$ cat src/rtl/cpu_pkg.sv
// Shared defaults and helpers for the ID-stage register file and scoreboard.
package cpu_pkg;

    localparam int DATA_W_DEF = 32;
    localparam int ADDR_W_DEF = 5;
    localparam int REG_ZERO   = 0;

    // Net change of the busy population for one cycle: at most one new set, at most two clears.
    function automatic int busy_delta(input logic inc, input logic dec0, input logic dec1);
        return int'(inc) - int'(dec0) - int'(dec1);
    endfunction

endpackage

$ cat src/rtl/rf_read_port.sv
// One register-file read port: zero-register override, write bypass and busy qualification.
module rf_read_port
    import cpu_pkg::*;
#(
    parameter int DATA_W   = DATA_W_DEF,
    parameter int ADDR_W   = ADDR_W_DEF,
    parameter int ZERO_REG = 1,
    parameter int FORWARD  = 1
) (
    input  logic [ADDR_W-1:0]                      ra_i,
    input  logic [(1<<ADDR_W)-1:0][DATA_W-1:0]     regs_i,
    input  logic [(1<<ADDR_W)-1:0]                 busy_i,
    input  logic                                   we0_i,
    input  logic [ADDR_W-1:0]                      wa0_i,
    input  logic [DATA_W-1:0]                      wd0_i,
    input  logic                                   we1_i,
    input  logic [ADDR_W-1:0]                      wa1_i,
    input  logic [DATA_W-1:0]                      wd1_i,
    output logic [DATA_W-1:0]                      rd_o,
    output logic                                   rbusy_o
);

    logic hit0, hit1, is_zero;

    assign hit0    = (FORWARD != 0) && we0_i && (wa0_i == ra_i);
    assign hit1    = (FORWARD != 0) && we1_i && (wa1_i == ra_i);
    assign is_zero = (ZERO_REG != 0) && (ra_i == ADDR_W'(REG_ZERO));

    // Later assignments take priority: zero reg, then load port, then ALU port.
    always_comb begin
        rd_o    = regs_i[ra_i];
        rbusy_o = busy_i[ra_i] && !(hit0 || hit1);
        if (hit0)    rd_o = wd0_i;
        if (hit1)    rd_o = wd1_i;
        if (is_zero) begin
            rd_o    = '0;
            rbusy_o = 1'b0;
        end
    end

endmodule

$ cat src/rtl/reg_file_sb.sv
// Multi-read, dual-write register file with per-entry pending-write scoreboard and busy count.
module reg_file_sb
    import cpu_pkg::*;
#(
    parameter int DATA_W   = DATA_W_DEF,
    parameter int ADDR_W   = ADDR_W_DEF,
    parameter int N_RD     = 2,
    parameter int ZERO_REG = 1,
    parameter int FORWARD  = 1
) (
    input  logic                     clk,
    input  logic                     reset_n,
    input  logic [N_RD*ADDR_W-1:0]   ra_i,
    output logic [N_RD*DATA_W-1:0]   rd_o,
    output logic [N_RD-1:0]          rbusy_o,
    input  logic                     we0_i,
    input  logic [ADDR_W-1:0]        wa0_i,
    input  logic [DATA_W-1:0]        wd0_i,
    input  logic                     we1_i,
    input  logic [ADDR_W-1:0]        wa1_i,
    input  logic [DATA_W-1:0]        wd1_i,
    input  logic                     bset_i,
    input  logic [ADDR_W-1:0]        ba_i,
    output logic [ADDR_W:0]          busy_cnt_o
);

    localparam int DEPTH = 1 << ADDR_W;
    localparam int CW    = ADDR_W + 1;

    logic [DEPTH-1:0][DATA_W-1:0] mem_q, mem_d;
    logic [DEPTH-1:0]             busy_q, busy_d;
    logic [CW-1:0]                cnt_q, cnt_d;
    logic                         w0_ok, w1_ok, set_ok;
    logic                         inc, dec0, dec1;

    // Writes and sets aimed at the hardwired zero register are dropped up front.
    assign w0_ok  = we0_i  && !((ZERO_REG != 0) && (wa0_i == ADDR_W'(REG_ZERO)));
    assign w1_ok  = we1_i  && !((ZERO_REG != 0) && (wa1_i == ADDR_W'(REG_ZERO)));
    assign set_ok = bset_i && !((ZERO_REG != 0) && (ba_i  == ADDR_W'(REG_ZERO)));

    // Port 1 after port 0 so it wins an address tie; set after clears so a new producer wins.
    always_comb begin
        mem_d  = mem_q;
        busy_d = busy_q;
        if (w0_ok)  mem_d[wa0_i]  = wd0_i;
        if (w1_ok)  mem_d[wa1_i]  = wd1_i;
        if (w0_ok)  busy_d[wa0_i] = 1'b0;
        if (w1_ok)  busy_d[wa1_i] = 1'b0;
        if (set_ok) busy_d[ba_i]  = 1'b1;
    end

    // Incremental count: only edges that really flip a busy bit contribute.
    always_comb begin
        inc   = set_ok && !busy_q[ba_i];
        dec0  = w0_ok && busy_q[wa0_i] && !(set_ok && (ba_i == wa0_i));
        dec1  = w1_ok && busy_q[wa1_i] && !(set_ok && (ba_i == wa1_i))
                && !(w0_ok && (wa0_i == wa1_i));
        cnt_d = CW'(int'(cnt_q) + busy_delta(inc, dec0, dec1));
    end

    always_ff @(posedge clk or negedge reset_n) begin
        if (!reset_n) begin
            mem_q  <= '0;
            busy_q <= '0;
            cnt_q  <= '0;
        end else begin
            mem_q  <= mem_d;
            busy_q <= busy_d;
            cnt_q  <= cnt_d;
        end
    end

    assign busy_cnt_o = cnt_q;

    for (genvar k = 0; k < N_RD; k++) begin : g_rd
        rf_read_port #(
            .DATA_W   (DATA_W),
            .ADDR_W   (ADDR_W),
            .ZERO_REG (ZERO_REG),
            .FORWARD  (FORWARD)
        ) u_rp (
            .ra_i    (ra_i[k*ADDR_W +: ADDR_W]),
            .regs_i  (mem_q),
            .busy_i  (busy_q),
            .we0_i   (we0_i),
            .wa0_i   (wa0_i),
            .wd0_i   (wd0_i),
            .we1_i   (we1_i),
            .wa1_i   (wa1_i),
            .wd1_i   (wd1_i),
            .rd_o    (rd_o[k*DATA_W +: DATA_W]),
            .rbusy_o (rbusy_o[k])
        );
    end

endmodule

$ cat config.mk
export PLATFORM = sky130hd
export DESIGN_NAME = reg_file_sb
export DESIGN_NICKNAME = d
export VERILOG_FILES = /design/src/rtl/cpu_pkg.sv /design/src/rtl/rf_read_port.sv /design/src/rtl/reg_file_sb.sv
export SDC_FILE = /design/constraint.sdc
export NUM_CORES = 2
export LEC_CHECK = 0
export BUFFER_PORTS_ARGS = -buffer_cell sky130_fd_sc_hd__buf_2
export CORE_MARGIN = 2
export CORE_UTILIZATION = 40
export DETAILED_ROUTE_END_ITERATION = 8
export HOLD_SLACK_MARGIN = 0.06
export PLACE_DENSITY = 0.59
export SLEW_MARGIN = 40
export SYNTH_ARGS = -nofsm -noshare
export SYNTH_HDL_FRONTEND = slang
export SYNTH_SLANG_ARGS = --single-unit
$ cat constraint.sdc
create_clock -name clk -period 4.1 [get_ports clk]
set_input_delay 0.205 -clock clk [delete_from_list [all_inputs] [get_ports clk]]
set_output_delay 0.205 -clock clk [all_outputs]
set_load 0.1 [all_outputs]
==> impl_metrics.csv <==
group,metric,value,unit
run_status,outcome,"complete, no violations",
placed_design,place.gp.congestion,0.914,
cells_and_area,final_cell_mix,"1090 x mux2i_1, 1062 x dfrtp_1, 595 x nand2_1",
detailed_routing,drt_iter0_markers,7650,
floorplan,fp-row-count,151,
worst_setup_path,r2r-end,"busy_cnt_o[4]",
worst_setup_path,crit_path_end_kind,"primary output",
floorplan,start_util,0.402,
sta,setup-tns-final,0,ns
clock_network,clk_pin_slew_worst_paths,0.06,ns
cells_and_area,layout_commonest_cell,"mux2i_1",
pwr,leakage,0.0320,uW
pwr,p_per_area,498,nW/um^2
sta,fin_skew,0.0131,ns
cells_and_area,finalInstanceArea,76100,um^2
worst_setup_path,crit_cells,8,
sta,finalHoldViolCount,0,
worst_setup_path,cp_slowest_stage_delay,0.72,ns
yosys,yosysUniqueCellTypes,66,
yosys,ys_seq_area_frac,0.392,
grt,grt_pass1_wl,400,mm
detailed_routing,ant_nets,0,
yosys,synthArstFlopShare,1.00,
cells_and_area,finalNonFillerCells,8510,
clock_network,cts_root_buf,"clkbuf_16",
clock_network,cts_tree,"yes",
placed_design,dpl.hpwl,163,mm
clock_network,clock-sinks,1062,
worst_setup_path,crit_start,"ra_i[3]",
detailed_routing,wl_per_cell,32.7,um
yosys,synth.avg_cell_area,10.5,um^2
grt,gr-usage-all-layers,0.317,
floorplan,core-area,169000,um^2
worst_setup_path,cp_slowest_cell,"and3_2",
sta,finalMaxSlewViolations,0,
cells_and_area,drive_above_1_share,0.192,
yosys,syn_nets,6570,
cells_and_area,area_growth,12.2,%
worst_setup_path,r2r_slack,0.59,ns
sta,worst_slew_pin_slew,0.914,ns
sta,whs,0.0712,ns
sta,max_clock_freq,278,MHz
worst_setup_path,cp.buffers_inverters,3,
sta,finalCriticalPeriod,3.59,ns
clock_network,ctsHoldBuffers,72,
detailed_routing,drtPass1Iterations,7,
grt,antenna_found_initial,9,
placed_design,numPortBuffers,165,
yosys,ys_seq_elements,1062,
clock_network,cts_setup_buffers,0,
cells_and_area,fin_nets,6290,
detailed_routing,via_per_inst,6.52,
clock_network,clock_path_buffers,3,
worst_setup_path,crit_type,"input port to primary output",
sta,post-route-period-util,0.876,
flow_run,maxCapViolCount,0,
floorplan,dieWidth,416,um
yosys,synthesis.area,67800,um^2
floorplan,ios,166,
clock_network,cts_made_buffers,117,
clock_network,htree_levels,3,
worst_setup_path,crit_fanout,13,
clock_network,clock_latency,0.80,ns
worst_setup_path,r2r_start,"busy_q[15]",
worst_setup_path,reg2regPathDepth,14,
floorplan,die_h,416,um
grt,globalRoute.totalOverflow,0,
floorplan,dieArea,173000,um^2
detailed_routing,routed_wl,278,mm
worst_setup_path,start_kind,"input port",
sta,slew_headroom,0.386,
yosys,synth_flop_cell,"dfrtp_1",
cells_and_area,fillers,15500,
sta,worst_slack,0.508,ns
yosys,syn_inst,6464,
placed_design,place_ws,0.407,ns
worst_setup_path,crit_chain,"buf_2 > xor2_1 > nor4_1 > and3_2 > buf_4 > a22oi_1 > o22ai_1 > buf_12",
worst_setup_path,arrival,3.39,ns
yosys,yosysWarnings,0,
placed_design,dpl_cell_area,71200,um^2
grt,grt_max_degree,125,
hold_path,hold_class,"input port to async pin",
yosys,synth_enable_flop_cells,0,
detailed_routing,vias,55500,
detailed_routing,route.detailed.drc,0,
sta,setup-violations-final,0,
clock_network,cts_resized,0,
grt,first_global_vias,53900,
placed_design,dp_cells,8209,
pwr,ir_worst_vdd,0.000383,V
worst_setup_path,crit_required,3.89,ns
sta,rsz0062_at_grt,"no",
worst_setup_path,critical-path-top-delay-family,"simple AND/OR/NAND/NOR gates",
## routing by layer
layer,vias up,routed length (um),track usage
li1,23100,-,-
met1,27700,105000,0.413
met2,3749,125000,0.484
met3,951,28900,0.0707
met4,6,19500,0.192
met5,-,39,0
## worst max-delay path by stage
stage,slack (ns),to
2_1_floorplan,0.23,rd_o[18]
3_3_place_gp,0.35,busy_cnt_o[4]
3_5_place_dp,0.41,busy_cnt_o[4]
4_1_cts,0.60,busy_cnt_o[4]
5_1_grt,0.37,busy_cnt_o[5]
6_report,0.51,rd_o[0]
## Yosys cell counts (10+ instances only)
cell type | number | area share
mux2i_1 | 1090 | 0.16
dfrtp_1 | 1062 | 0.39
nand2_1 | 620 | 0.034
nor2_1 | 588 | 0.033
a21oi_1 | 537 | 0.040
mux4_2 | 512 | 0.17
clkbuf_1 | 493 | 0.027
o21ai_0 | 473 | 0.035
buf_2 | 162 | 0.012
a22oi_1 | 159 | 0.018
o22ai_1 | 95 | 0.0088
buf_4 | 93 | 0.010
nand3_1 | 74 | 0.0055
buf_1 | 69 | 0.0038
a22o_1 | 42 | 0.0054
o21ai_1 | 39 | 0.0029
o221ai_1 | 35 | 0.0045
nor3_1 | 34 | 0.0025
buf_6 | 31 | 0.0051
xor2_1 | 21 | 0.0027
inv_1 | 20 | 0.0011
xnor2_1 | 20 | 0.0026
a211oi_1 | 19 | 0.0021
mux2_2 | 16 | 0.0027
and3_1 | 15 | 0.0014
nor2b_1 | 15 | 0.0014
a32o_1 | 14 | 0.0021
nand2b_1 | 12 | 0.0011
ha_1 | 11 | 0.0020
nor2_2 | 10 | 0.00092
## power breakdown
part	internal (uW)	switching, uW	leakage (uW)
sequential	13200	2130	0.0130
combinational	5230	5810	0.0170
clock	6580	4910	0.00205
total	25000	12900	0.0320
## metrics by stage
step                      utilization  total power [uW]
after detailed placement        0.421             26300
after floorplan                     -             22900
final                           0.451             37900
after global placement          0.419             25900
after CTS                       0.450             37800
after global routing            0.450             39400
## cell families after synthesis
kind of cell | after synthesis | share of synthesized area
AOI/OAI and AO/OA | 1445 | 0.122
DFF | 1062 | 0.392
and+or+nand+nor | 1414 | 0.0850
muxes | 1618 | 0.333
buffers and inverters | 872 | 0.0600
xor gates and xnor gates | 41 | 0.00529
adders and majority gates | 12 | 0.00232
## sequential cells by signal, indices dropped and copies added, names as in the netlist
signal	count
busy_cnt_o	6
mem_q	1024
busy_q	32
## layout make-up
cell class | instances | area [um^2] | share of cell area
diodes | 7 | 17.5 | 0.000230
clock buffers | 164 | 3470 | 0.0456
clock inverters | 56 | 648 | 0.00852
inverters | 20 | 75.1 | 0.000986
multi-input cells | 4530 | 37800 | 0.497
flip-flops and latches | 1062 | 26600 | 0.349
well taps | 2218 | 2780 | 0.0365
repair buffers | 453 | 4710 | 0.0619
No activity file was read; power rests on OpenSTA's default activity.
